[src/rtl/lsu_pkg.sv]
// Shared load/store unit definitions: funct3 codes, stage state encoding and
// byte-lane helpers used by lsu_mem_ctrl and lsu_load_align.
package lsu_pkg;

    localparam logic [2:0] F3_B  = 3'b000;
    localparam logic [2:0] F3_H  = 3'b001;
    localparam logic [2:0] F3_W  = 3'b010;
    localparam logic [2:0] F3_BU = 3'b100;
    localparam logic [2:0] F3_HU = 3'b101;

    typedef enum logic [1:0] {
        ST_IDLE,
        ST_REQ,
        ST_WAIT,
        ST_DONE
    } lsu_state_t;

    // size is funct3[1:0]: 00 byte, 01 half, 10 word
    function automatic logic [3:0] be_gen(input logic [1:0] size, input logic [1:0] addr_lo);
        logic [3:0] be;
        case (size)
            2'b00:   be = 4'b0001 << addr_lo;
            2'b01:   be = 4'b0011 << {addr_lo[1], 1'b0};
            default: be = 4'b1111;
        endcase
        return be;
    endfunction

    function automatic logic [31:0] wdata_rep(input logic [1:0] size, input logic [31:0] wdata);
        logic [31:0] rep;
        case (size)
            2'b00:   rep = {4{wdata[7:0]}};
            2'b01:   rep = {2{wdata[15:0]}};
            default: rep = wdata;
        endcase
        return rep;
    endfunction

    function automatic logic is_legal(input logic we, input logic [2:0] funct3);
        if (we) begin
            return funct3 inside {F3_B, F3_H, F3_W};
        end
        return funct3 inside {F3_B, F3_H, F3_W, F3_BU, F3_HU};
    endfunction

    function automatic logic is_misaligned(input logic [1:0] size, input logic [1:0] addr_lo);
        logic mis;
        case (size)
            2'b01:   mis = addr_lo[0];
            2'b10:   mis = (addr_lo != 2'b00);
            default: mis = 1'b0;
        endcase
        return mis;
    endfunction

endpackage

[src/rtl/lsu_load_align.sv]
// Load data alignment: picks the byte/half lane addressed by addr_lo and
// sign- or zero-extends it according to funct3.
module lsu_load_align
    import lsu_pkg::*;
(
    input  logic [31:0] rdata,
    input  logic [1:0]  addr_lo,
    input  logic [2:0]  funct3,
    output logic [31:0] data_c
);

    logic [7:0]  byte_lane;
    logic [15:0] half_lane;

    always_comb begin
        byte_lane = 8'(rdata >> {addr_lo, 3'b000});
        half_lane = addr_lo[1] ? rdata[31:16] : rdata[15:0];
        case (funct3)
            F3_B:    data_c = {{24{byte_lane[7]}}, byte_lane};
            F3_BU:   data_c = {24'b0, byte_lane};
            F3_H:    data_c = {{16{half_lane[15]}}, half_lane};
            F3_HU:   data_c = {16'b0, half_lane};
            default: data_c = rdata;
        endcase
    end

endmodule

[src/rtl/lsu_mem_ctrl.sv]
// Load/store memory-access stage: single-outstanding req/gnt/rvalid port,
// byte enables, load alignment and a one-cycle writeback pulse.
// Optional LSU_MISALIGN_TRAP_EN adds misalign_o and traps misaligned half/word accesses.
module lsu_mem_ctrl
    import lsu_pkg::*;
#(
    parameter int unsigned AW = 32,
    parameter int unsigned DW = 32
) (
    input  logic          clk_i,
    input  logic          rst_i,
    input  logic          req_valid_i,
    output logic          req_ready_o,
    input  logic          req_we_i,
    input  logic [2:0]    funct3_i,
    input  logic [AW-1:0] addr_i,
    input  logic [DW-1:0] wdata_i,
    input  logic [4:0]    rd_i,
    output logic          dmem_req_o,
    output logic          dmem_we_o,
    output logic [3:0]    dmem_be_o,
    output logic [AW-1:0] dmem_addr_o,
    output logic [DW-1:0] dmem_wdata_o,
    input  logic          dmem_gnt_i,
    input  logic          dmem_rvalid_i,
    input  logic [DW-1:0] dmem_rdata_i,
    output logic          wb_valid_o,
    output logic [4:0]    wb_rd_o,
    output logic [DW-1:0] wb_data_o,
    output logic          busy_o
`ifdef LSU_MISALIGN_TRAP_EN
    ,
    output logic          misalign_o
`endif
);

    lsu_state_t  state;
    logic [2:0]  funct3_q;
    logic [1:0]  addr_lo_q;
    logic [4:0]  rd_q;
    logic        legal_c;
    logic        misaligned_c;
    logic        access_ok_c;
    logic [31:0] align_c;

    assign legal_c = is_legal(req_we_i, funct3_i);
`ifdef LSU_MISALIGN_TRAP_EN
    assign misaligned_c = legal_c && is_misaligned(funct3_i[1:0], addr_i[1:0]);
`else
    assign misaligned_c = 1'b0;
`endif
    assign access_ok_c = legal_c && !misaligned_c;

    lsu_load_align u_align (
        .rdata   (dmem_rdata_i),
        .addr_lo (addr_lo_q),
        .funct3  (funct3_q),
        .data_c  (align_c)
    );

    always_ff @(posedge clk_i) begin
        if (rst_i) begin
            state        <= ST_IDLE;
            req_ready_o  <= 1'b1;
            busy_o       <= 1'b0;
            dmem_req_o   <= 1'b0;
            dmem_we_o    <= 1'b0;
            dmem_be_o    <= '0;
            dmem_addr_o  <= '0;
            dmem_wdata_o <= '0;
            wb_valid_o   <= 1'b0;
            wb_rd_o      <= '0;
            wb_data_o    <= '0;
            funct3_q     <= '0;
            addr_lo_q    <= '0;
            rd_q         <= '0;
`ifdef LSU_MISALIGN_TRAP_EN
            misalign_o   <= 1'b0;
`endif
        end else begin
            case (state)
                ST_IDLE: begin
                    if (req_valid_i && req_ready_o) begin
                        funct3_q    <= funct3_i;
                        addr_lo_q   <= addr_i[1:0];
                        rd_q        <= rd_i;
                        req_ready_o <= 1'b0;
                        busy_o      <= 1'b1;
                        if (access_ok_c) begin
                            state        <= ST_REQ;
                            dmem_req_o   <= 1'b1;
                            dmem_we_o    <= req_we_i;
                            dmem_be_o    <= be_gen(funct3_i[1:0], addr_i[1:0]);
                            dmem_addr_o  <= {addr_i[AW-1:2], 2'b00};
                            dmem_wdata_o <= wdata_rep(funct3_i[1:0], wdata_i);
                        end else begin
                            // Illegal or trapped access: no memory cycle, only illegal loads write back
                            state      <= ST_DONE;
                            wb_valid_o <= !req_we_i && !legal_c;
                            wb_rd_o    <= rd_i;
                            wb_data_o  <= '0;
`ifdef LSU_MISALIGN_TRAP_EN
                            misalign_o <= misaligned_c;
`endif
                        end
                    end
                end
                ST_REQ: begin
                    if (dmem_gnt_i) begin
                        dmem_req_o   <= 1'b0;
                        dmem_we_o    <= 1'b0;
                        dmem_be_o    <= '0;
                        dmem_addr_o  <= '0;
                        dmem_wdata_o <= '0;
                        if (dmem_we_o) begin
                            state       <= ST_IDLE;
                            req_ready_o <= 1'b1;
                            busy_o      <= 1'b0;
                        end else begin
                            state <= ST_WAIT;
                        end
                    end
                end
                ST_WAIT: begin
                    if (dmem_rvalid_i) begin
                        state      <= ST_DONE;
                        wb_valid_o <= 1'b1;
                        wb_rd_o    <= rd_q;
                        wb_data_o  <= align_c;
                    end
                end
                ST_DONE: begin
                    state       <= ST_IDLE;
                    wb_valid_o  <= 1'b0;
                    req_ready_o <= 1'b1;
                    busy_o      <= 1'b0;
`ifdef LSU_MISALIGN_TRAP_EN
                    misalign_o  <= 1'b0;
`endif
                end
                default: state <= ST_IDLE;
            endcase
        end
    end

endmodule

[config.mk]
export PLATFORM = sky130hd
export DESIGN_NAME = lsu_mem_ctrl
export DESIGN_NICKNAME = d
export VERILOG_FILES = /design/src/rtl/lsu_pkg.sv /design/src/rtl/lsu_load_align.sv /design/src/rtl/lsu_mem_ctrl.sv
export SDC_FILE = /design/constraint.sdc
export NUM_CORES = 1
export LEC_CHECK = 0
export ABC_CLOCK_PERIOD_IN_PS = 2200
export BUFFER_PORTS_ARGS = -buffer_cell sky130_fd_sc_hd__buf_2
export CAP_MARGIN = 20
export CORE_MARGIN = 2
export CORE_UTILIZATION = 48
export DETAILED_ROUTE_END_ITERATION = 8
export GPL_TIMING_DRIVEN = 0
export PLACE_DENSITY_LB_ADDON = 0.3
export SYNTH_ARGS = -nofsm -noshare
export SYNTH_HDL_FRONTEND = slang
export SYNTH_SLANG_ARGS = --single-unit
[constraint.sdc]
create_clock -name clk_i -period 2.2 [get_ports clk_i]
set_clock_uncertainty 0.2 [all_clocks]
set_input_delay 0.11 -clock clk_i [delete_from_list [all_inputs] [get_ports clk_i]]
set_output_delay 0.11 -clock clk_i [all_outputs]
set_load 0.005 [all_outputs]
## Word level (Yosys, flattened, before mapping)

Index checks and enable logic that the tools add are counted.

- Register bits after elaboration: 122
- Logic and storage cells: 105

- Eq/ne operators: 17
- Mux-type cells: 51
- Shifts and indexed selects: 3
- Reductions and logical operators: 20

Operators with widths:

| cell | number |
|---|---|
| 2-to-1 mux 32 bit | 8 |
| one-hot mux 32 bit (2 select lines) | 4 |
| one-hot mux 32 bit (4 select lines) | 1 |
| >> shifter 32 x 5 -> 8 bit | 1 |
| 2-to-1 mux 1 bit | 17 |
| 2-to-1 mux 16 bit | 1 |
| one-hot mux 4 bit (2 select lines) | 2 |
| AND reduction 4 bit | 4 |
| 2-to-1 mux 5 bit | 3 |
| == test 3 bit, second input constant | 4 |
| 2-to-1 mux 4 bit | 3 |
| inequality test 2 bit, second input constant | 6 |
| 2-to-1 mux 2 bit | 5 |
| one-hot mux 5 bit (2 select lines) | 1 |
| one-hot mux 1 bit (3 select lines) | 3 |
| nonzero test 3 bit | 3 |
| one-hot mux 2 bit (4 select lines) | 1 |
| == test 3 x 1 -> 1 bit, second input constant | 2 |
| zero test 3 bit | 2 |
| nonzero test 5 bit | 1 |
| == test 2 x 1 -> 1 bit, second input constant | 2 |
| == test 2 bit, second input constant | 2 |
| zero test 2 bit | 2 |
| one-hot mux 1 bit (2 select lines) | 2 |
| other kinds (8) | 11 |

## Depth between registers and ports, before layout

- Depth in word-level cells: 9
- Mapped depth: 7
- Gate-level depth less buffers: 4

## Hierarchy

From an unflattened synthesis, not the netlist that was laid out.

- Cells, all modules: 496
- Area, all modules: 4923.5 µm²

Modules (own cells, without submodules):

| module | times used | cells an instance | area each (µm²) |
|---|---|---|---|
| lsu_mem_ctrl | 1 | 387 | 4295.4 |
| lsu_load_align | 1 | 109 | 628.1 |

## Worst setup path before layout

No wires, ideal clock.

- Kind: register to register
- Start: reg addr_lo_q[1]
- End: reg wb_data_o[27]
- Path slack: 0.345 ns
- Clock period less this slack: 1.855 ns
- Path buffers: 2
- Data required time: 1.883 ns
- Setup time: 0.117 ns
- Arrival: 1.538 ns
- Stages on the path, launching flop included: 7
- Cells stage by stage: dfxtp_1 buf_2 mux2_2 a21oi_1 o32ai_4 buf_6 a22o_1

- Longest elaborated chain between the ends: 4

Ends and longest elaborated chain:

| item | RTL line | text |
|---|---|---|
| from (decl) | lsu_mem_ctrl.sv:39 | `logic [1:0] addr_lo_q;` |
| from (signal assigned) | lsu_mem_ctrl.sv:85 | `addr_lo_q <= addr_i[1:0];` |
| >> shifter 32 x 5 -> 8 bit / 2-to-1 mux 16 bit (equally long branches) | lsu_load_align.sv:16, lsu_load_align.sv:17 |  |
| one-hot mux 32 bit (4 select lines) * | lsu_load_align.sv:18 | `case (funct3)` |
| 2-to-1 mux 32 bit * | lsu_mem_ctrl.sv:125 | `if (dmem_rvalid_i) begin` |
| one-hot mux 32 bit (2 select lines) * | lsu_mem_ctrl.sv:81 | `case (state)` |
| to (signal assigned) | lsu_mem_ctrl.sv:129 | `wb_data_o <= align_c;` |
| to (decl) | lsu_mem_ctrl.sv:29 | `output logic [DW-1:0] wb_data_o,` |

Every way passes the cells marked *; elsewhere a longest branch is shown, timed or not. The select of a mux whose other input is x is not followed.
A chain may end at the register's enable or synchronous reset.

## Final worst setup path

- Start: reg addr_lo_q[1]
- End: reg wb_data_o[23]

The elaborated chain is that of the path after synthesis.

==> summary.txt <==
Status
  • Status: finished clean

Layout
  • Area of the multi-input gates: 0.00240 sq mm
  • Syn-to-layout area delta: 61.5%
  • Register Area: 0.00240 sq mm
  • Layout cells sized above 1: 0.334
  • Final Non-Filler Cells: 1019
  • Layout Nets: 980
  • Fill cell count: 573
  • Number of antenna diodes: 0

GRT
  • First-pass GRT wire length: 30200 um
  • Gr ovfl total: 0
  • Largest net degree at the start of global routing: 17
  • Antenna violations before repair: 0
  • GRT Total Usage: 0.338
  • Vias in the first global route: 5964

Synthesis
  • Post-Synth Adder-Cell Area: 0
  • Synth Register Bits: 120
  • Post-synthesis sequential area ratio: 0.473
  • Post-synth EDFFs: 0
  • Post-synth top area cell: dfxtp_1
  • Share of the synthesized area in the top cell type: 0.473
  • Largest family of logic cells by synthesized area: compound AO/OA/AOI/OAI gates
  • Synth Flop Type: dfxtp_1
  • Synth warn: 0
  • Top cells by area, synth: dfxtp_1 47%, a22o_1 12%, mux2i_1 6.1%
  • Synth Area per Inst: 9.97 sq um
  • Post-synthesis simple-gate area fraction: 0.103
  • Mux contribution to synthesized area: 0.0854
  • Gate Count Post-Synth: 510
  • Synth cell types: 44
  • Synth Area in XOR/XNOR: 0
  • Async S/R FF share, synth: 0
  • Mapped cell area: 0.00508 sq mm
  • Compound-gate portion of the synthesized area: 0.281

Place
  • Final Wtd Congestion: 0.906
  • Port bufs: 216
  • DP HPWL: 11500 um
  • DP Cell Count: 863

Die
  • Initial Util: 0.492
  • DIE HEIGHT: 107 um
  • Core ar.: 0.0103 sq mm
  • Die W: 107 um
  • Area of the die: 0.0114 sq mm
  • Row cnt: 37
  • # IOs: 220

Power and ir drop
  • Switching portion of total power: 0.289
  • P per Cell Area: 810 mW/mm^2
  • Seq pwr share: 0.371
  • Internal: 4730 uW
  • Sw Pwr: 1920 uW
  • Clock power share: 0.434
  • Gate power share: 0.196
  • Worst VDD drop: 0.553 mV
  • Leakage: 0.00384 uW

Timing
  • Final setup fails: 0
  • Tmin final: 2.13 ns
  • Part of the cycle the worst path needs: 0.968
  • Final Slew Violations: 0
  • Hold WS: 0.0832 ns
  • Least-Margin Pin Slew: 0.690 ns
  • Max-slew headroom: 0.540
  • Fmax: 469 MHz
  • Hold Fails Final Rpt: 0

Clock network
  • Inserted Clock Buffers: 17
  • CTS clk-pin slew, worst paths: 0.06 ns
  • Root buffer cell: clkbuf_8
  • Clock Latency Late Sink: 0.52 ns
  • H-Tree Depth: 4
  • CTS tree: built
  • Clk sink count: 120
  • Max Buffers Root-to-Sink: 2

Drt
  • ANT nets after route: 0
  • Drt via density: 5.68
  • DR iter-0 viols: 422
  • WL final: 19800 um
  • Vias: 5787
  • # DRC: 0
  • Pre-antenna DRT Iters: 5
  • DR WL/cell: 19.4 um

Worst setup path
  • Crit path max fanout: 10
  • Crit start category: register
  • Reg-to-Reg Start: addr_lo_q[1]
  • Data required, critical path: 2.41 ns
  • Critical path class: register to register
  • Critical-path cell list: buf_2 -> mux2_2 -> a21oi_1 -> o32ai_4 -> buf_12 -> buf_6 -> a22o_1
  • R2R Path End: wb_data_o[23]
  • Worst Reg2Reg Path Length in Cells: 7
  • Max stage delay on crit path: 0.35 ns
  • Crit. End Element: register
  • Arr. time, crit path: 2.34 ns
  • Slowest CP cell: mux2_2
  • Reg2reg setup slack: 0.07 ns

Hold path
  • Hold/Removal Path Class: input pin to register
  • Hold Path Depth: 5
  • Hold Path Origin: funct3_i[1]
  • Worst Hold End: state[1]

Run
  • Maxcap violations: 0
-- synth_stat cells, drive strengths merged, types with 2 or more instances --
library cell and instances:
mux2i 31, o22ai 3, nand3b 6, dfxtp 120, nand2b 24, mux4 4
clkbuf 13, mux2 3, o2bb2ai 26, a221o 3, a22o 70, a21o 4
a21oi 30, nor3 4, o21bai 2, nand3 5, inv 18, o211ai 5
nand2 36, o32ai 5, a32o 3, a211oi 6, buf 33, o31ai 2
o21ai 20, nor2 22
-- timing repair --
action,4_1_cts,5_1_grt
hold endpoints to repair,118,0
gates resized for setup,0,6
setup endpoints to repair,0,14
setup buffers,0,1
hold buffers,123,0
-- metrics by stage --
step | util | instance area (sq um) | setup TNS (ns) | worst slack (ns) | power (uW)
floorplan | - | 5090 | 0 | 0.345 | 3090
finish | 0.795 | 8210 | 0 | 0.0697 | 6650
CTS | 0.792 | 8180 | 0 | 0.0564 | 6560
detailed placement | 0.614 | 6340 | 0 | 0.137 | 3540
global route | 0.795 | 8210 | -0.00155 | -0.00155 | 6850
global placement | 0.614 | 6340 | 0 | 0.166 | 3510
-- worst max-delay path: cells and delay by family, from the launching register on --
| family | cells | cell delay [ns] |
|---|---|---|
| AOI/OAI and AO/OA | 3 | 0.65 |
| buffers and inverters | 3 | 0.50 |
| DFF | 1 | 0.31 |
| muxes | 1 | 0.35 |
-- worst max-delay path by stage --
stage               slack (ns)                to    startpoint
global placement          0.17     wb_data_o[23]  addr_lo_q[1]
detailed placement        0.14     wb_data_o[23]  addr_lo_q[1]
floorplan                 0.35     wb_data_o[27]  addr_lo_q[1]
finish                    0.07     wb_data_o[23]  addr_lo_q[1]
global route            -0.002   dmem_addr_o[23]   req_ready_o
CTS                       0.06  dmem_wdata_o[14]   funct3_i[0]
-- layout by cell type, fill, tap and decap left out, types with 4 or more instances in the layout --
cell type	instances
dlygate4sd3_1	123
nand2b_1	24
a211oi_1	6
clkinv_4	4
nand3_1	5
a22o_1	70
buf_4	4
clkbuf_16	16
inv_6	4
o2bb2ai_1	26
o32ai_1	4
mux4_2	4
nand3b_1	6
buf_2	240
o211ai_1	4
a21o_1	4
mux2i_1	31
a21oi_1	29
nand2_1	36
clkbuf_1	12
nor2_1	21
o21ai_0	20
inv_1	18
dfxtp_1	120
-- registers in the layout (all words and copies together), names as in the netlist, 2 cells and up --
register	cells
dmem_wdata_o	32
wb_data_o	32
dmem_addr_o	30
rd_q	5
wb_rd_o	5
dmem_be_o	4
funct3_q	3
addr_lo_q	2
state	2
-- cells by family (layout without fill, tap and decap cells) --
family	Yosys count	after routing
AOI/OAI and AO/OA	184	184
DFF	120	120
and+or+nand+nor	103	103
buffers and inverters	64	436
muxes	38	38
other	1	2
-- layer usage --
layer / global-route usage / vias up / routed length, um
li1: - / 2615 / -
met1: 0.380 / 2727 / 7400
met2: 0.604 / 372 / 10200
met3: 0.0827 / 73 / 1480
met4: 0.153 / 0 / 707
met5: 0 / - / 0
-- area by class of cell --
| cell class | count | area share |
|---|---|---|
| tap | 136 | 0.0207 |
| clock buffer | 17 | 0.0504 |
| timing repair buffer | 340 | 0.284 |
| sequential | 120 | 0.293 |
| buffer | 46 | 0.0277 |
| multi-input combinational | 327 | 0.293 |
| clock inverter | 15 | 0.0233 |
| inverter | 18 | 0.00823 |
-- power groups by stage --
stage,clock network [uW],registers (uW),logic [uW]
floorplan,0,2500,591
global placement,0,2490,1030
detailed placement,0,2490,1050
CTS,2870,2450,1240
global route,2970,2480,1390
finish,2880,2470,1300
No activity file was read; power rests on OpenSTA's default activity.
